### config.mk
export PLATFORM = sky130hd
export DESIGN_NAME = alu_exec_unit_flat
export DESIGN_NICKNAME = d
export VERILOG_FILES = /design/src/rtl/alu_exec_unit_if.sv /design/src/rtl/alu_exec_unit.sv /design/src/flat_wrapper.sv
export SDC_FILE = /design/constraint.sdc
export NUM_CORES = 1
export LEC_CHECK = 0
export CORE_MARGIN = 2
export CORE_UTILIZATION = 59
export DETAILED_ROUTE_END_ITERATION = 10
export PLACE_DENSITY = 0.83
export SLEW_MARGIN = 0
export SYNTH_ARGS = -nofsm -noshare
export SYNTH_HDL_FRONTEND = slang
export SYNTH_SLANG_ARGS = --single-unit
export TNS_END_PERCENT = 5
### constraint.sdc
create_clock -name clk -period 5 [get_ports clk]
set_input_delay 1.25 -clock clk [delete_from_list [all_inputs] [get_ports clk]]
set_output_delay 1.25 -clock clk [all_outputs]
set_load 0.01 [all_outputs]
### src/rtl/alu_exec_unit_if.sv
// Handshake bundle between the ID/EX operand mux, the execute ALU and the EX/MEM register.
// The slave modport is the ALU; the master modport is the producer/consumer side.
interface alu_exec_unit_if #(
  parameter int WIDTH   = 32,
  parameter int SHAMT_W = 5,
  parameter int OP_W    = 8
);
  logic               flush;
  logic               in_valid;
  logic               in_ready;
  logic [OP_W-1:0]    in_op;
  logic [WIDTH-1:0]   in_a;
  logic [WIDTH-1:0]   in_b;
  logic [SHAMT_W-1:0] in_sa;
  logic               out_valid;
  logic               out_ready;
  logic [WIDTH-1:0]   out_result;
  logic               out_zero;
  logic               out_ov;

  modport slave (
    input  flush, in_valid, in_op, in_a, in_b, in_sa, out_ready,
    output in_ready, out_valid, out_result, out_zero, out_ov
  );

  modport master (
    output flush, in_valid, in_op, in_a, in_b, in_sa, out_ready,
    input  in_ready, out_valid, out_result, out_zero, out_ov
  );
endinterface

### src/rtl/alu_exec_unit.sv
// Execute-stage ALU: single-cycle arithmetic/logic ops, iterative 1-bit-per-cycle shifter,
// registered result with zero and signed-overflow flags behind a valid/ready handshake.
//
//   state | meaning
//   IDLE  | no op in flight, output empty, ready for a new op
//   SHIFT | iterative shift running, cnt_q steps left
//   HOLD  | result presented on out_*, waiting for out_ready
module alu_exec_unit #(
  parameter int WIDTH   = 32,
  parameter int SHAMT_W = 5,
  parameter int OP_W    = 8
) (
  input  logic           clk,
  input  logic           resetn,
  alu_exec_unit_if.slave bus
);

  localparam int MSB = WIDTH - 1;

  localparam logic [OP_W-1:0] OP_AND  = OP_W'(8'h24);
  localparam logic [OP_W-1:0] OP_OR   = OP_W'(8'h25);
  localparam logic [OP_W-1:0] OP_XOR  = OP_W'(8'h26);
  localparam logic [OP_W-1:0] OP_NOR  = OP_W'(8'h27);
  localparam logic [OP_W-1:0] OP_SLL  = OP_W'(8'h7C);
  localparam logic [OP_W-1:0] OP_SRL  = OP_W'(8'h02);
  localparam logic [OP_W-1:0] OP_SRA  = OP_W'(8'h03);
  localparam logic [OP_W-1:0] OP_SLT  = OP_W'(8'h2A);
  localparam logic [OP_W-1:0] OP_ADD  = OP_W'(8'h20);
  localparam logic [OP_W-1:0] OP_ADDU = OP_W'(8'h21);
  localparam logic [OP_W-1:0] OP_SUB  = OP_W'(8'h22);
  localparam logic [OP_W-1:0] OP_SUBU = OP_W'(8'h23);

  typedef enum logic [1:0] {IDLE, SHIFT, HOLD} state_t;

  state_t             state_q;
  logic               valid_q;
  logic [WIDTH-1:0]   result_q;
  logic               zero_q;
  logic               ov_q;
  logic [WIDTH-1:0]   shreg_q;
  logic [SHAMT_W-1:0] cnt_q;
  logic [OP_W-1:0]    shop_q;

  logic [WIDTH-1:0]   sum_d;
  logic [WIDTH-1:0]   diff_d;
  logic [WIDTH-1:0]   alu_res_d;
  logic               alu_ov_d;
  logic [WIDTH-1:0]   shreg_d;
  logic               is_shift_d;
  logic               accept_d;

  // out_ready -> in_ready is combinational so a held result can be replaced back-to-back.
  assign bus.in_ready   = !bus.flush && (state_q == IDLE || (state_q == HOLD && bus.out_ready));
  assign accept_d       = bus.in_valid && bus.in_ready;
  assign is_shift_d     = (bus.in_op == OP_SLL) || (bus.in_op == OP_SRL) || (bus.in_op == OP_SRA);

  assign bus.out_valid  = valid_q;
  assign bus.out_result = result_q;
  assign bus.out_zero   = zero_q;
  assign bus.out_ov     = ov_q;

  assign sum_d  = bus.in_a + bus.in_b;
  assign diff_d = bus.in_a - bus.in_b;

  always_comb begin
    alu_res_d = '0;
    alu_ov_d  = 1'b0;
    case (bus.in_op)
      OP_ADD: begin
        alu_res_d = sum_d;
        alu_ov_d  = (bus.in_a[MSB] == bus.in_b[MSB]) && (sum_d[MSB] != bus.in_a[MSB]);
      end
      OP_SUB: begin
        alu_res_d = diff_d;
        alu_ov_d  = (bus.in_a[MSB] != bus.in_b[MSB]) && (diff_d[MSB] != bus.in_a[MSB]);
      end
      OP_ADDU: alu_res_d = sum_d;
      OP_SUBU: alu_res_d = diff_d;
      OP_AND:  alu_res_d = bus.in_a & bus.in_b;
      OP_OR:   alu_res_d = bus.in_a | bus.in_b;
      OP_XOR:  alu_res_d = bus.in_a ^ bus.in_b;
      OP_NOR:  alu_res_d = ~(bus.in_a | bus.in_b);
      OP_SLT:  alu_res_d = {{(WIDTH-1){1'b0}}, ($signed(bus.in_a) < $signed(bus.in_b))};
      // Only reached with a zero shift amount: the operand passes through unchanged.
      OP_SLL, OP_SRL, OP_SRA: alu_res_d = bus.in_b;
      default: alu_res_d = '0;
    endcase
  end

  always_comb begin
    shreg_d = shreg_q;
    case (shop_q)
      OP_SLL:  shreg_d = shreg_q << 1;
      OP_SRL:  shreg_d = shreg_q >> 1;
      default: shreg_d = {shreg_q[MSB], shreg_q[MSB:1]};
    endcase
  end

  always_ff @(posedge clk or negedge resetn) begin
    if (!resetn) begin
      state_q  <= IDLE;
      valid_q  <= 1'b0;
      result_q <= '0;
      zero_q   <= 1'b1;
      ov_q     <= 1'b0;
      shreg_q  <= '0;
      cnt_q    <= '0;
      shop_q   <= '0;
    end else if (bus.flush) begin
      // Result and flags are left as they were; they are meaningless while valid is low.
      state_q <= IDLE;
      valid_q <= 1'b0;
      cnt_q   <= '0;
    end else begin
      case (state_q)
        SHIFT: begin
          shreg_q <= shreg_d;
          cnt_q   <= cnt_q - SHAMT_W'(1);
          if (cnt_q == SHAMT_W'(1)) begin
            result_q <= shreg_d;
            zero_q   <= (shreg_d == '0);
            ov_q     <= 1'b0;
            valid_q  <= 1'b1;
            state_q  <= HOLD;
          end
        end
        default: begin
          if (accept_d) begin
            if (is_shift_d && (bus.in_sa != '0)) begin
              shreg_q <= bus.in_b;
              cnt_q   <= bus.in_sa;
              shop_q  <= bus.in_op;
              valid_q <= 1'b0;
              state_q <= SHIFT;
            end else begin
              result_q <= alu_res_d;
              zero_q   <= (alu_res_d == '0);
              ov_q     <= alu_ov_d;
              valid_q  <= 1'b1;
              state_q  <= HOLD;
            end
          end else if (state_q == HOLD && bus.out_ready) begin
            valid_q <= 1'b0;
            state_q <= IDLE;
          end
        end
      endcase
    end
  end

endmodule

### src/flat_wrapper.sv
// flat-port wrapper written by rule: the top's interface ports become plain ports
module alu_exec_unit_flat 
#(
  parameter int WIDTH   = 32,
  parameter int SHAMT_W = 5,
  parameter int OP_W    = 8
)
  (clk, resetn, bus_flush, bus_in_valid, bus_in_op, bus_in_a, bus_in_b, bus_in_sa, bus_out_ready, bus_in_ready, bus_out_valid, bus_out_result, bus_out_zero, bus_out_ov);
  alu_exec_unit_if #(.WIDTH(WIDTH), .SHAMT_W(SHAMT_W), .OP_W(OP_W)) bus_i ();
  input  logic clk;
  input  logic resetn;
  input wire logic [$bits(bus_i.flush)-1:0] bus_flush;
  input wire logic [$bits(bus_i.in_valid)-1:0] bus_in_valid;
  input wire logic [$bits(bus_i.in_op)-1:0] bus_in_op;
  input wire logic [$bits(bus_i.in_a)-1:0] bus_in_a;
  input wire logic [$bits(bus_i.in_b)-1:0] bus_in_b;
  input wire logic [$bits(bus_i.in_sa)-1:0] bus_in_sa;
  input wire logic [$bits(bus_i.out_ready)-1:0] bus_out_ready;
  output wire logic [$bits(bus_i.in_ready)-1:0] bus_in_ready;
  output wire logic [$bits(bus_i.out_valid)-1:0] bus_out_valid;
  output wire logic [$bits(bus_i.out_result)-1:0] bus_out_result;
  output wire logic [$bits(bus_i.out_zero)-1:0] bus_out_zero;
  output wire logic [$bits(bus_i.out_ov)-1:0] bus_out_ov;
  assign bus_i.flush = bus_flush;
  assign bus_i.in_valid = bus_in_valid;
  assign bus_i.in_op = bus_in_op;
  assign bus_i.in_a = bus_in_a;
  assign bus_i.in_b = bus_in_b;
  assign bus_i.in_sa = bus_in_sa;
  assign bus_i.out_ready = bus_out_ready;
  assign bus_in_ready = bus_i.in_ready;
  assign bus_out_valid = bus_i.out_valid;
  assign bus_out_result = bus_i.out_result;
  assign bus_out_zero = bus_i.out_zero;
  assign bus_out_ov = bus_i.out_ov;
  alu_exec_unit #(.WIDTH(WIDTH), .SHAMT_W(SHAMT_W), .OP_W(OP_W)) u_core (.clk(clk), .resetn(resetn), .bus(bus_i));
endmodule
==> metrics.md, run 1 <==
| Metric | Value |
|---|---|
| Pin count of the biggest net entering global routing | between 80 and 90 |
| EDFF count, synth | 0 |
| Adder-cell share of the synthesized area | about 15% |
| Last stage | global routing |
| Syn Nets | 1,591 |
| CTS Buffer Depth | 2 |
| IO buf count | approximately 120 |
| Top-count cell post-synth | nand2_1 |
| Yosys top cell area share | 19.73% |
| Syn. warnings | 0 |
| Remaining Overflow, GRT | between 80 and 90 |
| #FFs+latches synth | 81 |
| Sequential area share after synthesis | between 10% and 20% |
| Total CTS buffers | 9 |
| I/O Pins | between 100 and 150 |
| Die Ht | 135.1 um |
| Post-Synth XOR/XNOR Area | 0.8631% |
| Synth cell types | about 80 |
| Worst EP kind | register input |
| Gr usage total | 81.93% |
| Routability Congestion | ~1.1 |
| Compound-Gate Fraction of Synth Area | about a third |
| Placed cells | 1,987 |
| Post-Synth Simple-Gate Area | ~22% |
| Die width | 135.1 um |
| Main synth FF type | dfrtp_1 |
| Post-synthesis instance total | 1,392 |
| H-tree Lvls | 3 |
| Tool Error | [ERROR GRT-0232] Routing congestion too high. Check the congestion heatmap in the GUI. |
| Netlist Area Pre-Place | roughly 10,000 sq um |
| Initial cell density of the core | around 61% |
| Top cell type by total area after synthesis | dfrtp_1 |
| Worst_ep grt | u_core.bus.out_zero$_DFFE_PN1P_/D |
| HPWL Detailed | 32.83 mm |
| Post-Syn Area per Cell | 7.290 sq um |
| Asr flop ratio synth | between 90% and 100% |
| Site Rows | 47 |
| Fraction of synthesized area in multiplexers | slightly above 4% |
| Run status | stopped before the end |
| Synth cell count leaders | 150 x nand2_1, 136 x nor2_1, 120 x o21ai_0, 115 x ha_1, 106 x a21oi_1 |
| Clock Sink Count | approximately 80 |
| Root Driver | clkbuf_16 |
| Initial antenna violation count | 13 |
| Largest family of logic cells by synthesized area | compound AO/OA/AOI/OAI gates |
| Synth area leaders | dfrtp_1 20%, ha_1 14%, o21ai_0 5.9%, nand2_1 5.5%, a21oi_1 5.2% |
## logic make-up after synthesis
group,after synthesis
muxes,42
AOI/OAI and AO/OA,476
adders and majority gates,117
buffers and inverters,197
DFF,81
xor gates and xnor gates,10
and+or+nand+nor,469
## layer usage
metal  GRT usage [%]  GRT overflow
met1           81.18             4
met2           94.42            47
met3           74.93             3
met4           76.50            28
met5           45.83             1
## metrics by stage
step                      cell area (sq um)  setup WS (ns)  setup TNS [ns]  utilization, %
after floorplan                       10180       0.006570               0               -
after global placement                13940        -0.8491          -3.162           83.44
after detailed placement              13940        -0.9369          -3.707           83.44
after CTS                             14740       0.002023               0           88.24
## timing repair
action                                  4_1_cts
endpoints found under the setup margin        6
hold buffers                                  0
pin swaps                                    41
setup buffers                                13
resized for setup                           104
==> inputs of run 2 (changes only) <==
--- a/config.mk
+++ b/config.mk
@@ -6,9 +6,9 @@
 export NUM_CORES = 1
 export LEC_CHECK = 0
 export CORE_MARGIN = 2
-export CORE_UTILIZATION = 59
+export CORE_UTILIZATION = 40
 export DETAILED_ROUTE_END_ITERATION = 10
-export PLACE_DENSITY = 0.83
+export PLACE_DENSITY_LB_ADDON = 0.15
 export SLEW_MARGIN = 0
 export SYNTH_ARGS = -nofsm -noshare
 export SYNTH_HDL_FRONTEND = slang
==> metrics.md, run 2 <==
| Metric | Value |
|---|---|
| Run status | finished, violations left |
| Violated checks | negative setup slack |
| Final setup violation count | 1 |
| Most common cell after layout, fill and taps aside | buf_4 |
| Worst-path maximum fanout | 6 |
| Critical path origin | bus_in_op[6] |
| Synth cell types | 79 (unchanged) |
| EDFF count, synth | 0 (unchanged) |
| Critical path data arrival time | about 5.4 ns |
| Clock Skew | 0.009478 ns |
| Total CTS buffers | 9 (unchanged) |
| Wire length per cell | roughly 20 um |
| Post-synthesis instance total | 1,392 (unchanged) |
| Sequential area share after synthesis | 19.99% (unchanged) |
| Pin count of the biggest net entering global routing | a little over 80 |
| Post-route insts no fill | between 2k and 2.5k |
| Reg2reg setup slack | between 0.7 and 0.8 ns |
| Final Max Tran Viols | 0 |
| Netlist Area Pre-Place | 10,150 sq um (unchanged) |
| P_leak | 6.938 nW |
| I/O Pins | 118 (unchanged) |
| Vias in the first global route | 11.96k |
| DRC violations left | 0 |
| Asr flop ratio synth | 100.0% (unchanged) |
| Routability Congestion | 0.9604 (-8.8%) |
| Power Dens Cells | between 150 and 200 nW/um^2 |
| # diodes | 0 |
| Core Area | 25,040 sq um |
| Post-Syn Area per Cell | 7.290 sq um (unchanged) |
| Worst skew pair latency | between 0.3 and 0.4 ns |
| Site Rows | 58 (+23%) |
| Final core occ | between 60% and 70% |
| Share of cells above drive strength 1 | roughly 28% |
| Gr usage total | roughly 32% |
| Max-Slew Margin vs Limit | approximately a fifth |
| Remaining Overflow, GRT | 0 |
| Commonest non-fill, non-tap cells in the layout | 373 x buf_4, 149 x nand2_1, 132 x nor2_1 |
| CTS Buffer Depth | 2 (unchanged) |
| Worst-Margin Slew | 1.203 ns |
| Startpoint types | input pin |
| Die Ht | 163.3 um (+21%) |
| Critical path destination | u_core.bus.out_zero |
| Max Cap Viol | 0 |
| Final clock period utilization by the worst path | 101.9% |
| Reg2reg path depth | 14 |
| Via-to-Cell Ratio | slightly below 6 |
| Post-Synth XOR/XNOR Area | 0.8631% (unchanged) |
| Die width | 163.3 um (+21%) |
| Top cell type by total area after synthesis | dfrtp_1 |
| FMAX | about 200 MHz |
| Yosys top cell area share | 19.73% (unchanged) |
| Main synth FF type | dfrtp_1 |
| Synth area leaders | dfrtp_1 20%, ha_1 14%, o21ai_0 5.9%, nand2_1 5.5%, a21oi_1 5.2% |
| Initial cell density of the core | 40.53% (-20 points) |
| Worst hold path class | reg2reg |
| Largest family of logic cells by synthesized area | compound AO/OA/AOI/OAI gates |
| Die area | approximately 27,000 sq um |
| Nets | ~2k |
| Syn. warnings | 0 (unchanged) |
| Fraction of synthesized area in multiplexers | 4.143% (unchanged) |
| Placed cells | 2,110 (+6.2%) |
| Compound-Gate Fraction of Synth Area | 31.44% (unchanged) |
| Hold buffer count at cts | 0 (unchanged) |
| Post-Synth Simple-Gate Area | 21.57% (unchanged) |
| Final Hold Viols | 0 |
| Routed wire length | roughly 44 mm |
| Antenna Violating Nets Remaining | 0 |
| Worst setup margin | -0.09702 ns |
| Initial antenna violation count | 0 |
| Worst path required time | ~5.3 ns |
| Worst VDD drop | between 0.15 and 0.2 mV |
| Synth cell count leaders | 150 x nand2_1, 136 x nor2_1, 120 x o21ai_0, 115 x ha_1, 106 x a21oi_1 |
| H-tree Lvls | 3 (unchanged) |
| IO buf count | 117 (unchanged) |
| CTS tree | built |
| Fillers | approximately 2.4k |
| Root Driver | clkbuf_16 |
| Syn Nets | 1,591 (unchanged) |
| Top-count cell post-synth | nand2_1 |
| HPWL Detailed | 34.44 mm (+4.9%) |
| RSZ-0062 raised after global routing | true |
| First-pass GRT wire length | between 60 and 70 mm |
| Vias | 12.54k |
| Minimum clock period | 5.097 ns |
| Iteration count of the initial detailed-routing pass | 6 |
| Clock transition at path regs | 0.06 ns |
| Area Growth Syn to Fin | 49.57% |
| Reg2reg start | u_core.cnt_q[1] |
| Clock Sink Count | 81 (unchanged) |
| Reg-to-reg endpoint | u_core.bus.out_zero |
| Crit path kind | in2reg |
| DRT iter0 DRCs | 1,197 |
| Worst Setup End Kind | flop |
| #FFs+latches synth | 81 (unchanged) |
| Adder-cell share of the synthesized area | 14.57% (unchanged) |
==> run 2: report_power, final <==
part / switching, W / internal, W
Combinational: 0.000684 / 0.000643
Clock: 0.000287 / 0.000468
Sequential: 0.0000590 / 0.000720
==> run 2: how the worst min path moves through the flow <==
stage	end	depth (start not counted)	slack [ns]	startpoint
2_1_floorplan	u_core.shop_q[0]	2	0.45	u_core.shop_q[0]
3_3_place_gp	u_core.shop_q[0]	2	0.46	u_core.shop_q[0]
3_5_place_dp	u_core.shop_q[0]	2	0.46	u_core.shop_q[0]
5_1_grt	u_core.shop_q[0]	2	0.50	u_core.shop_q[0]
4_1_cts	u_core.shop_q[0]	2	0.48	u_core.shop_q[0]
6_report	u_core.shop_q[0]	2	0.48	u_core.shop_q[0]
==> run 2: per-stage QoR <==
step / worst slack, ns / total power (W) / hold WS [ns] / cell area, sq um / TNS, ns
after CTS: 0.003803 / 0.002828 / 0.4790 / 15100 / 0
after floorplan: 0.006570 / 0.001340 / 0.4470 / 10180 / 0
final: -0.09702 / 0.002860 / 0.4753 / 15180 / -0.09702
after global routing: -0.2075 / 0.002995 / 0.4986 / 15180 / -0.3186
after global placement: -0.9554 / 0.001995 / 0.4604 / 14170 / -4.164
after detailed placement: -1.110 / 0.002006 / 0.4636 / 14170 / -4.299
==> run 2: cell families (layout without fill, tap and decap cells) <==
family | after synthesis | count (layout)
AO/OA/AOI/OAI | 476 | 476
XOR/XNOR | 10 | 10
adder cells (fa/ha/maj) | 117 | 117
buffers and inverters | 197 | 624
flip-flops | 81 | 81
multiplexers | 42 | 42
AND/OR/NAND/NOR | 469 | 469
==> run 2: timing repair <==
action / 4_1_cts / 5_1_grt
pin swaps: 43 / 5
buffers inserted: 20 / 3
resized for setup: 111 / 18
endpoints found under the setup margin: 7 / 5
==> run 2: metal layers <==
layer	wire length, um	up-vias	global-route usage [%]
li1	-	5941	-
met1	18810	5955	43.79
met2	19970	557	52.47
met3	3424	86	3.961
met4	1393	0	10.58
met5	0	-	0
==> run 2: cell type report <==
cell class              count  area [sq um]  share of cell area, %
repair buffers            502          4110                  27.08
well taps                 330         412.9                  2.721
inverters                 106         401.6                  2.646
multi-input cells        1114          7886                  51.96
clock inverters             5         85.08                 0.5606
clock buffers              11         252.7                  1.665
flip-flops and latches     81          2028                  13.36
==> run 2: critical path, cell delays in order <==
cell and delay [ns]:
clkdlybuf4s50_1 0.58, or4b_1 0.19, buf_4 0.16, nor4_1 0.06, a211oi_1 0.32, o2111ai_2 0.22, nor4_1 0.34, buf_4 0.17
nand4_1 0.18, nor4_2 0.34, nand4_1 0.16, or3_4 0.36, or4_1 0.41, or4_1 0.42, o31ai_2 0.19
(Power assumes the default switching activity.)
